$ cat src/rtl/pool_pkg.sv
// Shared types and constants for the pooling sequencing controller.
package pool_pkg;

    // Mirrors the ADDR_FIFO width from header.vh.
    localparam int ADDR_FIFO = 10;
    localparam int POOL_WIN  = 2;

    typedef enum logic [1:0] {
        IDLE  = 2'd0,
        CLEAR = 2'd1,
        RUN   = 2'd2,
        DRAIN = 2'd3
    } pool_state_t;

endpackage

$ cat src/rtl/pool_idx_counter.sv
// Wrapping column/row index pair; column wraps at col_max and carries into row.
module pool_idx_counter
    import pool_pkg::*;
#(
    parameter int DIM_W = ADDR_FIFO
) (
    input  logic             clk,
    input  logic             rst,
    input  logic             en,
    input  logic             clr,
    input  logic [DIM_W-1:0] col_max,
    input  logic [DIM_W-1:0] row_max,
    output logic [DIM_W-1:0] col,
    output logic [DIM_W-1:0] row,
    output logic             last
);

    logic [DIM_W-1:0] col_q, col_d;
    logic [DIM_W-1:0] row_q, row_d;

    assign col  = col_q;
    assign row  = row_q;
    assign last = (col_q == col_max) && (row_q == row_max);

    always_comb begin
        col_d = col_q;
        row_d = row_q;
        if (clr) begin
            col_d = '0;
            row_d = '0;
        end else if (en) begin
            if (col_q == col_max) begin
                col_d = '0;
                row_d = (row_q == row_max) ? '0 : row_q + DIM_W'(1);
            end else begin
                col_d = col_q + DIM_W'(1);
            end
        end
    end

    always_ff @(posedge clk or posedge rst) begin
        if (rst) begin
            col_q <= '0;
            row_q <= '0;
        end else begin
            col_q <= col_d;
            row_q <= row_d;
        end
    end

endmodule

$ cat src/rtl/pool_ctrl.sv
// Pooling sequencer: frame start/clear, input pacing, 2x2 stride-2 tap marking,
// pipeline drain and completion signalling.
module pool_ctrl
    import pool_pkg::*;
#(
    parameter int DIM_W    = ADDR_FIFO,
    parameter int PIPE_LAT = 2
) (
    input  logic             clk,
    input  logic             rst,
    input  logic             start,
    input  logic [DIM_W-1:0] row_length,
    input  logic [DIM_W-1:0] num_rows,
    input  logic             abort,
    input  logic             in_valid,
    output logic             in_ready,
    output logic             shifting_line,
    output logic             line_buffer_reset,
    output logic             pool_enable,
    output logic             out_valid,
    output logic             busy,
    output logic             done,
    output logic             cfg_err
);

    localparam int DRAIN_W = (PIPE_LAT > 1) ? $clog2(PIPE_LAT) : 1;

    pool_state_t         state_q, state_d;
    logic [DIM_W-1:0]    row_len_q, row_len_d;
    logic [DIM_W-1:0]    num_rows_q, num_rows_d;
    logic [DRAIN_W-1:0]  drain_cnt_q, drain_cnt_d;
    logic [PIPE_LAT-1:0] valid_pipe_q, valid_pipe_d;
    logic                cfg_err_q, cfg_err_d;

    logic [DIM_W-1:0] col, row;
    logic [DIM_W-1:0] col_max, row_max;
    logic [DIM_W-1:0] tap_col_max, tap_row_max;
    logic             last, accept, cnt_clr, tap, cfg_ok;

    assign in_ready          = (state_q == RUN);
    assign shifting_line     = in_valid & in_ready;
    assign line_buffer_reset = (state_q == CLEAR);
    assign pool_enable       = (state_q == RUN) || (state_q == DRAIN);
    assign busy              = (state_q != IDLE);
    assign out_valid         = valid_pipe_q[PIPE_LAT-1];
    assign cfg_err           = cfg_err_q;

    assign accept  = shifting_line & ~abort;
    assign col_max = row_len_q - DIM_W'(1);
    assign row_max = num_rows_q - DIM_W'(1);

    // Last index of the even-sized region; trailing odd column/row never pools.
    assign tap_col_max = {row_len_q[DIM_W-1:1], 1'b0} - DIM_W'(1);
    assign tap_row_max = {num_rows_q[DIM_W-1:1], 1'b0} - DIM_W'(1);
    assign tap = accept & col[0] & row[0] & (col <= tap_col_max) & (row <= tap_row_max);

    pool_idx_counter #(.DIM_W(DIM_W)) u_idx (
        .clk     (clk),
        .rst     (rst),
        .en      (accept),
        .clr     (cnt_clr),
        .col_max (col_max),
        .row_max (row_max),
        .col     (col),
        .row     (row),
        .last    (last)
    );

    always_comb begin
        state_d     = state_q;
        row_len_d   = row_len_q;
        num_rows_d  = num_rows_q;
        drain_cnt_d = drain_cnt_q;
        cfg_err_d   = 1'b0;
        cnt_clr     = 1'b0;
        done        = 1'b0;
        cfg_ok      = (row_length >= DIM_W'(POOL_WIN)) && (num_rows >= DIM_W'(POOL_WIN));

        case (state_q)
            IDLE: begin
                if (start) begin
                    if (cfg_ok) begin
                        row_len_d  = row_length;
                        num_rows_d = num_rows;
                        cnt_clr    = 1'b1;
                        state_d    = CLEAR;
                    end else begin
                        cfg_err_d = 1'b1;
                    end
                end
            end
            CLEAR: state_d = RUN;
            RUN: begin
                if (accept && last) begin
                    drain_cnt_d = '0;
                    state_d     = DRAIN;
                end
            end
            DRAIN: begin
                if (drain_cnt_q == DRAIN_W'(PIPE_LAT - 1)) begin
                    done    = 1'b1;
                    state_d = IDLE;
                end else begin
                    drain_cnt_d = drain_cnt_q + DRAIN_W'(1);
                end
            end
            default: state_d = IDLE;
        endcase

        if (abort) begin
            state_d     = IDLE;
            row_len_d   = row_len_q;
            num_rows_d  = num_rows_q;
            drain_cnt_d = '0;
            cfg_err_d   = 1'b0;
            cnt_clr     = 1'b1;
            done        = 1'b0;
        end
    end

    always_comb begin
        valid_pipe_d    = '0;
        valid_pipe_d[0] = tap;
        for (int unsigned i = 1; i < PIPE_LAT; i++) begin
            valid_pipe_d[i] = valid_pipe_q[i-1];
        end
        if (abort) begin
            valid_pipe_d = '0;
        end
    end

    always_ff @(posedge clk or posedge rst) begin
        if (rst) begin
            state_q      <= IDLE;
            row_len_q    <= '0;
            num_rows_q   <= '0;
            drain_cnt_q  <= '0;
            valid_pipe_q <= '0;
            cfg_err_q    <= 1'b0;
        end else begin
            state_q      <= state_d;
            row_len_q    <= row_len_d;
            num_rows_q   <= num_rows_d;
            drain_cnt_q  <= drain_cnt_d;
            valid_pipe_q <= valid_pipe_d;
            cfg_err_q    <= cfg_err_d;
        end
    end

endmodule

$ cat config.mk
export PLATFORM = sky130hd
export DESIGN_NAME = pool_ctrl
export DESIGN_NICKNAME = d
export VERILOG_FILES = /design/src/rtl/pool_pkg.sv /design/src/rtl/pool_idx_counter.sv /design/src/rtl/pool_ctrl.sv
export SDC_FILE = /design/constraint.sdc
export NUM_CORES = 1
export LEC_CHECK = 0
export BUFFER_PORTS_ARGS = -buffer_cell sky130_fd_sc_hd__buf_2
export CAP_MARGIN = 20
export CORE_MARGIN = 2
export CORE_UTILIZATION = 65
export CTS_BUF_LIST = sky130_fd_sc_hd__clkbuf_4
export DETAILED_ROUTE_END_ITERATION = 16
export GPL_TIMING_DRIVEN = 0
export PLACE_DENSITY = 0.84
export SYNTH_ARGS = -nofsm -noshare
export SYNTH_HDL_FRONTEND = slang
export SYNTH_SLANG_ARGS = --single-unit
$ cat constraint.sdc
create_clock -name clk -period 4.1 [get_ports clk]
set_input_delay 0.615 -clock clk [delete_from_list [all_inputs] [get_ports clk]]
set_output_delay 0.615 -clock clk [all_outputs]
set_load 0.05 [all_outputs]
-- Word-level counts from Yosys, hierarchy flattened
Cells that the tools add are included.
W data, S select, Z words.
- logic and storage cells: 77
- bits in registers: 46
- output and inout port bits: 8
- $add $sub $neg: 7
- bitwise logic cells: 7
- $lt $le $gt $ge: 4
- equality and inequality tests: 9
- mux-type cells: 29
- reductions and logical operators: 13
- operators by type and width (operator ; number):
    $mux W10 ; 7
    $sub A10 B1 Y10 const B ; 4
    $add A10 B1 Y10 const B ; 2
    $eq A10 B10 Y1 ; 2
    $ge A10 B2 Y1 const B ; 2
    $le A10 B10 Y1 ; 2
    $mux W1 ; 14
    $mux W2 ; 6
    $ne A3 B3 Y1 const B ; 3
    $pmux W2 S4 ; 1
    $reduce_and A4 Y1 ; 2
    $and A1 B1 Y1 ; 6
    $reduce_bool A2 Y1 ; 3
    $eq A2 B2 Y1 const B ; 2
    $reduce_and A2 Y1 ; 2
    $logic_and A1 B1 Y1 ; 3
    $ne A3 B2 Y1 const B ; 1
    $reduce_bool A3 Y1 ; 1
    $eq A2 B1 Y1 const B ; 1
    $logic_not A2 Y1 ; 1
    $pmux W1 S2 ; 1
    $add A1 B1 Y1 const B ; 1
    $logic_or A1 B1 Y1 ; 1
    $not A1 Y1 ; 1

-- Longest topological paths before layout
Gate-level depths: netlist (run 1).
- depth in word-level cells: 8
- depth in mapped cells: 11
- gate-level depth less buffers: 11

-- Modules after synthesis
Synthesis (run 1) repeated with hierarchy kept, for this count alone.
- cells, all modules: 362
- area, all modules: 3587.2 sq um
- modules (own cells, without submodules) (module ; sequential area each (sq um) ; area each (sq um) ; cells each ; instances):
    pool_ctrl ; 650.6 ; 2203.4 ; 219 ; 1
    pool_idx_counter ; 500.5 ; 1383.8 ; 143 ; 1

-- Worst setup path before layout (run 1)
OpenSTA, ideal clock, no wires.
- path kind: reg2reg
- start point: register row_len_q[1]
- end point: register u_idx.row_q[3], in the netlist u_idx.row[3]
- slack: 1.415 ns
- library setup time: 0.121 ns
- cell stages (with the launch flop): 12
- clock period less this slack: 2.685 ns
- arrival: 2.564 ns
- buffers on the path: 2
- data required time: 3.979 ns
- cells stage by stage: dfrtp_1 > inv_1 > ha_1 > buf_2 > or4b_4 > xnor2_1 > o2111ai_1 > nor3_4 > a31oi_1 > buf_2 > o21bai_1 > a22o_1
- cells in the longest elaborated chain, start to end: 4
- RTL lines (element ; line ; source):
    start: declaration ; pool_ctrl.sv:29 ; logic [DIM_W-1:0] row_len_q, row_len_d;
    start signal: assignment ; pool_ctrl.sv:142 ; row_len_q <= row_len_d;
    $sub A10 B1 Y10 ; pool_ctrl.sv:49 ; assign col_max = row_len_q - DIM_W'(1);
    $eq A10 B10 Y1 ; pool_idx_counter.sv:32 ; if (col_q == col_max) begin
    $reduce_bool A2 Y1 (no line) ; - ;
    $reduce_and A2 Y1 (no line) ; - ;
    end signal: assignment ; pool_idx_counter.sv:47 ; row_q <= row_d;
    end: declaration ; pool_idx_counter.sv:19 ; logic [DIM_W-1:0] row_q, row_d;
No other way between the ends.
A chain may end at the register's enable or synchronous reset.

-- Worst setup path after layout (run 1)
- start point: register num_rows_q[2]
- end point: register valid_pipe_q[0]
- cells in the longest elaborated chain, start to end: 4
- RTL lines (element ; line ; source):
    start: declaration ; pool_ctrl.sv:30 ; logic [DIM_W-1:0] num_rows_q, num_rows_d;
    start signal: assignment ; pool_ctrl.sv:143 ; num_rows_q <= num_rows_d;
    $sub A10 B1 Y10 ; pool_ctrl.sv:54 ; assign tap_row_max = {num_rows_q[DIM_W-1:1], 1'b0} - DIM_W'(1);
    $le A10 B10 Y1 ; pool_ctrl.sv:55 ; assign tap = accept & col[0] & row[0] & (col <= tap_col_max) & (row <= tap_row_max);
    $and A1 B1 Y1 ; pool_ctrl.sv:55 ;
    $mux W2 ; pool_ctrl.sv:127 ; if (abort) begin
    net valid_pipe_d[0] ; pool_ctrl.sv:32 ; logic [PIPE_LAT-1:0] valid_pipe_q, valid_pipe_d;
    end signal: assignment ; pool_ctrl.sv:145 ; valid_pipe_q <= valid_pipe_d;
    end: declaration ; pool_ctrl.sv:32 ;
The timed path passes the listed nets, and every way through them passes these cells.

==> flow_summary.ini, run 1 <==
[worst_setup_path]
reg2reg_from = num_rows_q[2]$_DFFE_PP0P_
cp_cell_sequence = inv_1 -> ha_1 -> or4b_1 -> nor4_1 -> xnor2_1 -> ha_1 -> or3_1 -> a221oi_1 -> a311oi_1 -> a2111oi_0
cpMostUsedCell = ha_1
startpoint = num_rows_q[2]$_DFFE_PP0P_
cpLargestDelayFamily = simple AND/OR/NAND/NOR gates
worstSetupPathType = reg -> reg
cpPeakStageDelay_ns = 0.51
crit_buf_inv = 1
rrSetupSlack_ns = 0.86
cp-start-kind = flop
required_ns = 4.32
cp_max_fo = 8
arrival_ns = 3.46
cp_slowest_cell = or4b_1
end_kind = flop

[clock_tree]
clk-insertion-delay-late_ns = 0.38
cts_buffer_depth = 2
path_clk_slew_ns = 0.16
postCtsSetupRepairBufs = 0
cts_tree = yes
ctsResizeCount = 0
ctsHoldBuffers = 0
htreeDepth = 2
cts_buffers = 5
ctsRootBufferMaster = clkbuf_4
clock-sinks = 46

[placed_design]
postPlaceCellArea_um2 = 4010
place_hpwl_um = 6610
place_congestion = 0.870
portBuffers = 31

[synth]
yosys.area.top_type = dfrtp_1
yosysSeqAreaShare_pct = 30.7
syn_inst = 398
synth_top_area_share_pct = 30.7
async_flop_share_pct = 100
yosysWarnings = 0
yosysMostFrequentCell = dfrtp_1
synth_ff_type = dfrtp_1
synth_edf_count = 0
ys_seq_elements = 46
synth_area_um2 = 3740
ys_top_cells_by_count = 46 x dfrtp_1, 29 x ha_1, 24 x xnor2_1
syn-num-nets = 452
synthTopCellsByArea = dfrtp_1 31%, ha_1 9.7%, mux2_2 6.3%
synthDistinctLibCells = 69
synth.avg_cell_area_um2 = 9.41

[die]
pin_count = 33
start_util_pct = 67.6
die_h_um = 79.9
die_area_um2 = 6380
die_w_um = 79.9
fp.coreArea_um2 = 5540
fp-row-count = 27

[timing]
whs_ns = 0.168
fin_skew_ns = 0.0269
setup_viol = 0
tightest_slew_ns = 0.785
finalMaxSlewViolations = 0
fin_tns_setup_ns = 0
fmax_mhz = 309
fin_crit_sh_pct = 78.9
finalCriticalPeriod_ns = 3.24
maxSlewHeadroom_pct = 47.5
hold_viol_final = 0
rsz0062_at_grt = no

[routing]
drt-initial-drc-count = 275
routed_wl_um = 8660
dr.pass1.iters = 5
drc_errors = 0
ant_nets = 0
drt-wirelength-per-cell_um = 17.0
post_drt_via_cell_ratio = 6.30
vias = 3213

[layout]
antennaDiodeCount = 0
drive_gt1_share_pct = 18.9
synthToLayoutAreaGrowth_pct = 9.79
fillers = 425
final_util_pct = 74.2
final_nets = 491
multi_input_area_um2 = 2440
fin_area_um2 = 4110
final-seq-area_um2 = 1150

[status]
status = finished, final reports clean

[grt]
grt_pass1_vias = 3070
grt_max_degree = 38
grt_usage_pct = 28.7
grt_pass1_wl_um = 14500
overflow = 0
antenna_found_initial = 0

[power]
power_density_nw_per_um2 = 568
leakage_nw = 1.88
peakVddDrop_mv = 0.409
total_power_w = 0.00234

[run]
drv_cap = 0

[min_path]
hold_class = in -> async
[final cells by class]
cell class              instances  share of cell area (%)
well taps                      72                    2.19
repair buffers                 32                    4.26
inverters                      16                    1.46
plain buffers                  18                    2.19
clock inverters                 3                    1.55
clock buffers                   5                   0.913
flip-flops and latches         46                    28.0
multi-input cells             318                    59.4
[placed cells by master, fill, tap and decap left out, types with 3 or more instances in the layout]
master,n
a21o_1,5
a21oi_1,21
a221oi_1,3
a22o_1,6
a311oi_1,3
a31oi_1,6
and2_1,4
and3_1,10
and3b_1,3
buf_2,37
clkbuf_1,8
clkbuf_4,5
dfrtp_1,46
ha_1,29
inv_1,15
mux2_2,21
nand2_1,21
nand2b_1,4
nand3_1,18
nand3b_1,3
nand4_1,4
nor2_1,21
nor2b_1,14
nor3_1,9
nor3b_1,3
nor4_1,6
o21ai_0,12
o21bai_1,7
or3_1,4
xnor2_1,24
xor2_1,12
[routing by layer]
layer / routed length [µm] / GRT usage (%)
met4: 132 / 8.81
met1: 3680 / 36.7
met2: 4530 / 50.3
met3: 322 / 3.73
met5: 0 / 0
[sequential cells by signal (all words and copies together) (netlist names)]
signal / cells
num_rows_q: 10
row_len_q: 10
u_idx.col: 10
u_idx.row: 10
state_q: 2
valid_pipe_q: 2
cfg_err: 1
drain_cnt_q: 1
[final timing paths]
| check | to | cells past startpoint |
|---|---|---|
| max in group asynchronous | num_rows_q[0]$_DFFE_PP0P_ | 3 |
| worst max register to register | valid_pipe_q[0]$_DFF_PP0_ | 10 |
| worst min register to register | valid_pipe_q[1]$_DFF_PP0_ | 1 |
| min in group clk | valid_pipe_q[1]$_DFF_PP0_ | 1 |
| worst min-delay path | num_rows_q[3]$_DFFE_PP0P_ | 2 |
| worst max-delay path | valid_pipe_q[0]$_DFF_PP0_ | 10 |
[logic make-up (layout without fill, tap and decap cells)]
| logic type | after synthesis | after routing | share of synthesized area, % |
|---|---|---|---|
| XOR/XNOR | 37 | 37 | 9.06 |
| multiplexers | 22 | 22 | 6.58 |
| flip-flops | 46 | 46 | 30.7 |
| adder cells (fa/ha/maj) | 29 | 29 | 9.69 |
| AND/OR/NAND/NOR | 143 | 143 | 23.5 |
| AO/OA/AOI/OAI | 87 | 87 | 16.4 |
| buffers and inverters | 34 | 74 | 4.01 |
[power by group]
part | switching, W | internal [W] | total, W
logic | 0.000728 | 0.000566 | 0.00129
registers | 0.000140 | 0.000561 | 0.000701
clock network | 0.000153 | 0.000188 | 0.000341
[per-stage QoR]
step                      cells  setup WS [ns]
after global placement      501          0.970
after global routing        510          0.570
final                       510          0.864
after CTS                   510          0.929
after detailed placement    502          0.943
after floorplan             398           1.42
[worst reg2reg max path: stages (launching register included)]
cell and delay (ns):
dfrtp_1 0.49, inv_1 0.09, ha_1 0.24, or4b_1 0.51, nor4_1 0.28, xnor2_1 0.12
ha_1 0.20, or3_1 0.36, a221oi_1 0.22, a311oi_1 0.09, a2111oi_0 0.51
(Power assumes the default switching activity.)
==> run 2: changes to the inputs <==
--- a/config.mk
+++ b/config.mk
@@ -8,11 +8,11 @@
 export BUFFER_PORTS_ARGS = -buffer_cell sky130_fd_sc_hd__buf_2
 export CAP_MARGIN = 20
 export CORE_MARGIN = 2
-export CORE_UTILIZATION = 65
+export CORE_UTILIZATION = 62
 export CTS_BUF_LIST = sky130_fd_sc_hd__clkbuf_4
 export DETAILED_ROUTE_END_ITERATION = 16
 export GPL_TIMING_DRIVEN = 0
-export PLACE_DENSITY = 0.84
+export PLACE_DENSITY = 0.81
 export SYNTH_ARGS = -nofsm -noshare
 export SYNTH_HDL_FRONTEND = slang
 export SYNTH_SLANG_ARGS = --single-unit
==> constraint.sdc (replaced) <==
create_clock -name clk -period 3.07 [get_ports clk]
set_input_delay 0.4605 -clock clk [delete_from_list [all_inputs] [get_ports clk]]
set_output_delay 0.4605 -clock clk [all_outputs]
set_load 0.05 [all_outputs]
==> flow_summary.ini, run 2 (synthesis gave the netlist of run 1 again) <==
[layout]
final_cell_mix = 42 x dfrtp_1, 36 x buf_2, 28 x ha_1, 23 x xnor2_1
drive_gt1_share_pct = 24.2
final_util_pct = 71.9
antennaDiodeCount = 0
fillers = 447
mostFrequentLayoutCell = dfrtp_1
final_nets = 500
synthToLayoutAreaGrowth_pct = 13.0

[clock_tree]
ctsRootBufferMaster = clkbuf_4
cts_buffer_depth = 2
htreeDepth = 2
cts_tree = yes
clock-sinks = 46
clk-insertion-delay-late_ns = 0.37
path_clk_slew_ns = 0.15
cts_buffers = 5

[timing]
maxSlewHeadroom_pct = 41.5
fmax_mhz = 337
finalCriticalPeriod_ns = 2.96
setup_viol = 0
fin_skew_ns = 0.0194
fin_crit_sh_pct = 96.6
hold_viol_final = 0
fin_tns_setup_ns = 0
finalMaxSlewViolations = 0
tightest_slew_ns = 0.876

[placed_design]
portBuffers = 31
place_congestion = 0.878
place_hpwl_um = 6620

[power]
total_power_w = 0.00314
peakVddDrop_mv = 0.661
leakage_nw = 1.92
power_density_nw_per_um2 = 741

[die]
die_area_um2 = 6680
start_util_pct = 63.6
pin_count = 33
fp-row-count = 28
fp.coreArea_um2 = 5890
die_w_um = 81.7
die_h_um = 81.7

[routing]
drt-initial-drc-count = 217
routed_wl_um = 8880
drc_errors = 0
vias = 3277
dr.pass1.iters = 4
post_drt_via_cell_ratio = 6.28
ant_nets = 0
drt-wirelength-per-cell_um = 17.0

[worst_setup_path]
cp_slowest_cell = or4b_4
worstSetupPathType = reg -> reg
crit_buf_inv = 1
required_ns = 3.33
cp-start-kind = flop
cpPeakStageDelay_ns = 0.49
cp_cell_sequence = inv_1 -> ha_4 -> or4b_4 -> nor4_2 -> xnor2_1 -> ha_1 -> or3_1 -> a221oi_1 -> a311oi_1 -> a2111oi_2
cp_max_fo = 6
end_kind = flop
cpLargestDelayFamily = simple AND/OR/NAND/NOR gates
arrival_ns = 3.22

[run]
drv_cap = 0

[status]
status = finished, final reports clean

[min_path]
hold_class = in -> async

[grt]
overflow = 0
grt_usage_pct = 27.3
grt_pass1_vias = 3130
antenna_found_initial = 0
grt_max_degree = 32
grt_pass1_wl_um = 14100
-- run 2: cell count changes in the layout (fill, tap and decap cells not counted), moves of 2 or more --
| cell | delta |
|---|---|
| dfrtp_1 | -4 |
| dfrtp_2 | +4 |
| buf_4 | +10 |
| bufinv_16 | -2 |
| nor4_1 | -2 |
-- run 2: path summary, 6_finish.rpt --
kind,start,end,slack (ns),cells past startpoint
worst max-delay path,num_rows_q[2]$_DFFE_PP0P_,valid_pipe_q[0]$_DFF_PP0_,0.11,10
worst min-delay path,rst,num_rows_q[4]$_DFFE_PP0P_,0.04,2
worst max register to register,num_rows_q[2]$_DFFE_PP0P_,valid_pipe_q[0]$_DFF_PP0_,0.11,10
worst min register to register,valid_pipe_q[0]$_DFF_PP0_,valid_pipe_q[1]$_DFF_PP0_,0.48,1
max in group asynchronous,rst,row_len_q[1]$_DFFE_PP0P_,2.51,3
min in group clk,row_length[0],row_len_q[0]$_DFFE_PP0P_,0.31,2
-- run 2: worst reg2reg max path: stages (launching register included) --
cell and delay, ns:
dfrtp_2 0.47, inv_1 0.10, ha_4 0.16, or4b_4 0.49
nor4_2 0.19, xnor2_1 0.12, ha_1 0.20, or3_1 0.38
a221oi_1 0.25, a311oi_1 0.12, a2111oi_2 0.39
-- run 2: what timing repair did --
| item | CTS | global route |
|---|---|---|
| gates resized for setup | 2 | 21 |
| buffers inserted | 0 | 9 |
| pin swaps | 1 | 3 |
| setup endpoints to repair | 5 | 14 |
| hold endpoints to repair | 0 | 0 |
| hold buffers | 0 | 0 |
-- run 2: through the flow --
stage                     setup slack [ns]  hold slack (ns)  area (µm²)  instances
after floorplan                      0.385            0.439        3740        398
after CTS                         0.000102           0.0442        4070        513
after global routing               -0.0137           0.0586        4230        522
after detailed placement            -0.164            0.458        4010        505
final                                0.105           0.0377        4230        522
after global placement             -0.0845            0.446        3990        504
-- run 2: where the power goes --
group | total, W | internal, W | switching, W
registers | 0.000937 | 0.000756 | 0.000182
clock network | 0.000294 | 0.0000856 | 0.000209
logic | 0.00190 | 0.000854 | 0.00105
total | 0.00314 | 0.00170 | 0.00144
-- run 2: final cells by class --
| cell class | count | area (µm²) | share of cell area (%) |
|---|---|---|---|
| plain buffers | 18 | 92.6 | 2.19 |
| clock buffers | 5 | 37.5 | 0.887 |
| clock inverters | 3 | 16.3 | 0.384 |
| inverters | 16 | 60.1 | 1.42 |
| multi-input cells | 318 | 2530 | 59.8 |
| flip-flops and latches | 46 | 1160 | 27.3 |
| well taps | 75 | 93.8 | 2.22 |
| repair buffers | 41 | 243 | 5.74 |
-- run 2: routing by layer --
layer | track usage [%] | vias up | part of all wire (%)
li1 | - | 1562 | -
met1 | 33.7 | 1586 | 40
met2 | 47.5 | 98 | 52
met3 | 3.74 | 31 | 4.2
met4 | 12.3 | 0 | 3.3
met5 | 0 | - | 0
